--- src/rtl/kernel_out_packer.sv ---
// Strips FloPoCo exception bits from a 34-bit stream and packs NPACK payloads per output word.
// Counts a programmed run length, marks the final word, and raises a sticky inf/NaN flag.

module kop_lane #(
  parameter int DATAW = 32
) (
  input  logic             clk,
  input  logic             rst,
  input  logic             clr,
  input  logic             wr,
  input  logic [DATAW-1:0] din,
  output logic [DATAW-1:0] nxt
);
  logic [DATAW-1:0] q;

  // nxt includes the element being written this cycle so a completing word can be captured whole
  assign nxt = wr ? din : q;

  always_ff @(posedge clk or negedge rst) begin
    if (!rst)     q <= '0;
    else if (clr) q <= '0;
    else if (wr)  q <= din;
  end
endmodule

module kernel_out_packer #(
  parameter int STREAMW = 34,
  parameter int DATAW   = 32,
  parameter int NPACK   = 4,
  parameter int CNTW    = 32
) (
  input  logic                   clk,
  input  logic                   rst,
  input  logic                   start,
  input  logic [CNTW-1:0]        nelems,
  input  logic                   ivalid,
  input  logic [STREAMW-1:0]     in1,
  output logic                   iready,
  output logic                   ovalid,
  output logic [NPACK*DATAW-1:0] out1,
  output logic                   olast,
  input  logic                   oready,
  output logic                   done,
  output logic                   exc_flag
);
  localparam int IW = $clog2(NPACK);

  typedef enum logic [1:0] {S_IDLE, S_RUN, S_FLUSH, S_DONE} state_t;

  state_t                      state, state_nxt;
  logic [CNTW-1:0]             nelems_q, count;
  logic [IW-1:0]               idx;
  logic [NPACK-1:0][DATAW-1:0] lane_nxt;
  logic                        start_acc, xfer, last_elem, word_done, in_exc;

  assign start_acc = start & ((state == S_IDLE) | (state == S_DONE));
  assign iready    = (state == S_RUN) & (~ovalid | oready);
  assign xfer      = ivalid & iready;
  assign last_elem = (count == nelems_q - CNTW'(1));
  assign word_done = xfer & ((idx == IW'(NPACK-1)) | last_elem);
  assign done      = (state == S_DONE);
  assign in_exc    = in1[STREAMW-1:STREAMW-2] inside {2'b10, 2'b11};

  for (genvar i = 0; i < NPACK; i++) begin : g_lane
    kop_lane #(.DATAW(DATAW)) u_lane (
      .clk (clk),
      .rst (rst),
      .clr (start_acc | word_done),
      .wr  (xfer && (idx == IW'(i))),
      .din (in1[DATAW-1:0]),
      .nxt (lane_nxt[i])
    );
  end

  always_comb begin
    state_nxt = state;
    case (state)
      S_IDLE, S_DONE: if (start) state_nxt = (nelems == '0) ? S_DONE : S_RUN;
      S_RUN:          if (xfer && last_elem) state_nxt = S_FLUSH;
      S_FLUSH:        if (ovalid && oready) state_nxt = S_DONE;
      default:        state_nxt = S_IDLE;
    endcase
  end

  always_ff @(posedge clk or negedge rst) begin
    if (!rst) begin
      state    <= S_IDLE;
      nelems_q <= '0;
      count    <= '0;
      idx      <= '0;
      exc_flag <= 1'b0;
    end else begin
      state <= state_nxt;
      if (start_acc) begin
        nelems_q <= nelems;
        count    <= '0;
        idx      <= '0;
        exc_flag <= 1'b0;
      end else if (xfer) begin
        count <= count + CNTW'(1);
        idx   <= idx + IW'(1);
        if (in_exc) exc_flag <= 1'b1;
      end
    end
  end

  // A new word may load in the same cycle the held one drains, keeping ovalid high
  always_ff @(posedge clk or negedge rst) begin
    if (!rst) begin
      ovalid <= 1'b0;
      olast  <= 1'b0;
      out1   <= '0;
    end else if (word_done) begin
      ovalid <= 1'b1;
      olast  <= last_elem;
      out1   <= lane_nxt;
    end else if (oready) begin
      ovalid <= 1'b0;
      olast  <= 1'b0;
    end
  end
endmodule

--- config.mk ---
export PLATFORM = sky130hd
export DESIGN_NAME = kernel_out_packer
export DESIGN_NICKNAME = d
export VERILOG_FILES = /design/src/rtl/kernel_out_packer.sv
export SDC_FILE = /design/constraint.sdc
export NUM_CORES = 1
export LEC_CHECK = 0
export BUFFER_PORTS_ARGS = -buffer_cell sky130_fd_sc_hd__buf_2
export CAP_MARGIN = 20
export CELL_PAD_IN_SITES_DETAIL_PLACEMENT = 0
export CELL_PAD_IN_SITES_GLOBAL_PLACEMENT = 1
export CORE_UTILIZATION = 47
export DETAILED_ROUTE_END_ITERATION = 10
export PLACE_DENSITY = 0.8
export SYNTH_ARGS = -nofsm -noshare
export SYNTH_HDL_FRONTEND = slang
export SYNTH_HIERARCHICAL = 1
export SYNTH_SLANG_ARGS = --single-unit
--- constraint.sdc ---
create_clock -name clk -period 5.7 [get_ports clk]
set_input_delay 0.57 -clock clk [delete_from_list [all_inputs] [get_ports clk]]
set_output_delay 0.57 -clock clk [all_outputs]
set_load 0.005 [all_outputs]
==> results.json <==
{
  "outcome": "completed",
  "drt_iter0_markers": 528,
  "synth_top_cells_by_count": "327 x dfrtp_1, 133 x nor2b_1, 120 x mux2_4",
  "grt_pass1_vias": 9764,
  "syn_avg_cell_area_um2": 12.73,
  "synth_area_leaders": "dfrtp_1 53%, mux2_4 12%, mux2_1 8.7%",
  "synth-main-ff-cell": "dfrtp_1",
  "critPathMaxStageDelay_ns": 0.60,
  "grt_max_degree": 167,
  "rows": 65,
  "power_density_nw_per_um2": 407.7,
  "dpl_worst_slack_ns": 1.208,
  "fin_area_um2": 17830,
  "synth-seq-cells": 327,
  "min_period_ns": 4.507,
  "worstPathCellList": "nor4_4 -> nand4_1 -> o32ai_1 -> o2111ai_1 -> a2111o_1 -> or4_4 -> o21ai_4 -> buf_12 -> mux2_2",
  "global_route.overflow_total": 0,
  "synth_top_cell_by_area": "dfrtp_1",
  "fillers": 2772,
  "synth.distinct_cells": 53,
  "die_w_um": 182.8,
  "ys_seq_area_frac": 0.5327,
  "min_period_over_period": 0.7908,
  "fin_cells": 1863,
  "ant_nets": 0,
  "first_pass_iters": 5,
  "setup_viol": 0,
  "antenna_found_initial": 2,
  "wl_per_cell_um": 17.96,
  "path_buf_inv": 1,
  "end_kind": "flip-flop",
  "cp.arrival_ns": 4.91,
  "fin_tns_setup_ns": 0,
  "io_buffers": 202,
  "synth_top_area_share": 0.5327,
  "io-pin-count": 204,
  "ys.warnings.count": 6,
  "crit_family": "simple AND/OR/NAND/NOR gates",
  "clockBufferDepth": 3,
  "post_drt_via_cell_ratio": 5.169,
  "leakagePower_nw": 9.205,
  "hold_violations": 0,
  "min_path_type": "input port to flip-flop",
  "postSynthNetCount": 1288,
  "clkTransAtPathRegs_ns": 0.06,
  "cp_max_fo": 129,
  "drive_gt1_frac": 0.2936,
  "timing.slew.headroom": 0.4178,
  "placed_cell_area_um2": 16600,
  "start_util": 0.4818,
  "cts-htree-levels": 2,
  "grt_pass1_wl_mm": 54.80,
  "route.detailed.drc": 0,
  "die_h_um": 182.8,
  "dieArea_um2": 33410,
  "globalRouteTotalUtil": 0.2067,
  "tritoncts": "yes",
  "synth_cells": 1207,
  "fin_skew_ns": 0.01642,
  "insertion_delay_ns": 0.52,
  "async_flop_share": 1.000,
  "vias": 9629,
  "numCtsBuffers": 37,
  "maxCapViolCount": 0,
  "synth_edf_count": 0,
  "area_growth_pct": 16.08,
  "final_nets": 1482,
  "required_ns": 6.10,
  "place_inst": 1796,
  "cts.sinks": 327,
  "coreArea_um2": 31880,
  "yosysMostFrequentCell": "dfrtp_1",
  "netlist_area_um2": 15360,
  "cp_slowest_cell": "nand4_1",
  "crit_type": "flip-flop to flip-flop",
  "setup_slack_ns": 1.193,
  "postLayoutCoreUtil": 0.5593,
  "finalMaxSlewViolations": 0,
  "rsz0062_at_grt": "no",
  "routed_wirelength_mm": 33.45,
  "ir_drop_mv": 0.2202,
  "max_freq_ghz": 0.2219,
  "cp-start-kind": "flip-flop",
  "dp.final_hpwl_mm": 21.28,
  "clock-root-buffer": "clkbuf_16",
  "worst_pin_slew_ns": 0.8734,
  "place.gp.congestion": 0.8209
}
[tightest hold or removal path, cell delays in order]
cell and delay (ns):
buf_2 0.09, nand2_1 0.04, nand2_1 0.04
[final timing paths]
path	slack (ns)	depth (start not counted)	startpoint	end
min reg2reg	0.48	1	out1[105]	out1[105]
max	1.19	9	nelems_q[2]	out1[24]
min	0.26	3	nelems[23]	nelems_q[23]
max in group asynchronous	4.00	3	rst	out1[120]
min in group asynchronous	0.52	2	rst	g_lane[0].u_lane/q[4]
max reg2reg	1.19	9	nelems_q[2]	out1[24]
[flip-flops by register name, summed over array words and instances (netlist names)]
signal	cells
ovalid	1
out1	128
g_lane.u_lane/q	128
nelems_q	32
idx	2
count	32
olast	1
exc_flag	1
state	2
[metrics by stage]
step                      hold slack (ns)  power, mW
after floorplan                    0.2744      4.357
after global placement             0.4617      4.880
after detailed placement           0.4689      4.933
after CTS                          0.2321      7.365
after global routing               0.2556      7.704
final                              0.2556      7.270
[final cells by class]
class,count,area [µm²],area share
Sequential cell,327,8183,0.4589
Multi-Input combinational cell,806,6664,0.3737
Timing Repair Buffer,214,1164,0.06526
Clock buffer,50,1005,0.05635
Tap cell,435,544.3,0.03052
Clock inverter,15,212.7,0.01193
Inverter,15,56.30,0.003158
Antenna cell,1,2.502,0.0001403
[logic make-up after synthesis]
| family | after synthesis | share of synthesized area |
|---|---|---|
| AND/OR/NAND/NOR | 416 | 0.1445 |
| flip-flops | 327 | 0.5327 |
| XOR/XNOR | 64 | 0.03649 |
| multiplexers | 258 | 0.2183 |
| adder cells (fa/ha/maj) | 10 | 0.008145 |
| buffers and inverters | 74 | 0.03429 |
| AO/OA/AOI/OAI | 58 | 0.02558 |
[placed cells by master (no fill, tap or decap), types with 3 or more instances in the layout]
master     instances
ha_1              10
nand3_1           18
o31ai_1            3
inv_1             14
a21oi_1            8
buf_2            201
and3_1            11
buf_12             4
nor3_1            13
clkbuf_8           3
dfrtp_1          327
nand4_1           10
nand3b_1           5
bufinv_16          4
nand2b_1           4
and4_1             4
mux2_2            18
xnor2_1           30
o21ai_0           22
o21a_1             5
or3_1             12
clkbuf_16         37
mux2_4           120
xor2_1            34
mux2_1           118
clkbuf_1          10
nor2_1            51
nor2b_1          133
buf_4              7
and2_1             6
and3_2             3
nand2_1          114
nor4_1            17
clkinv_2           5
or4_1              5
[layer usage]
layer | track usage | routed length [µm]
met5 | 0 | 13
met2 | 0.3311 | 15850
met4 | 0.05267 | 630
met1 | 0.2943 | 15660
met3 | 0.03217 | 1296
[report_power, final]
part	internal, mW	switching, mW	leakage [nW]
clock	1.43	0.955	0.590
combinational	0.883	1.03	4.13
sequential	2.69	0.283	4.48
[what timing repair did]
| action | 4_1_cts | 5_1_grt |
|---|---|---|
| hold buffers | 1 | 0 |
| gates resized for setup | 0 | 0 |
| endpoints found under the hold margin | 35 | 0 |
| setup endpoints to repair | 0 | 0 |
| setup buffers | 0 | 0 |
Note: power is estimated with default switching activity, not from simulation.
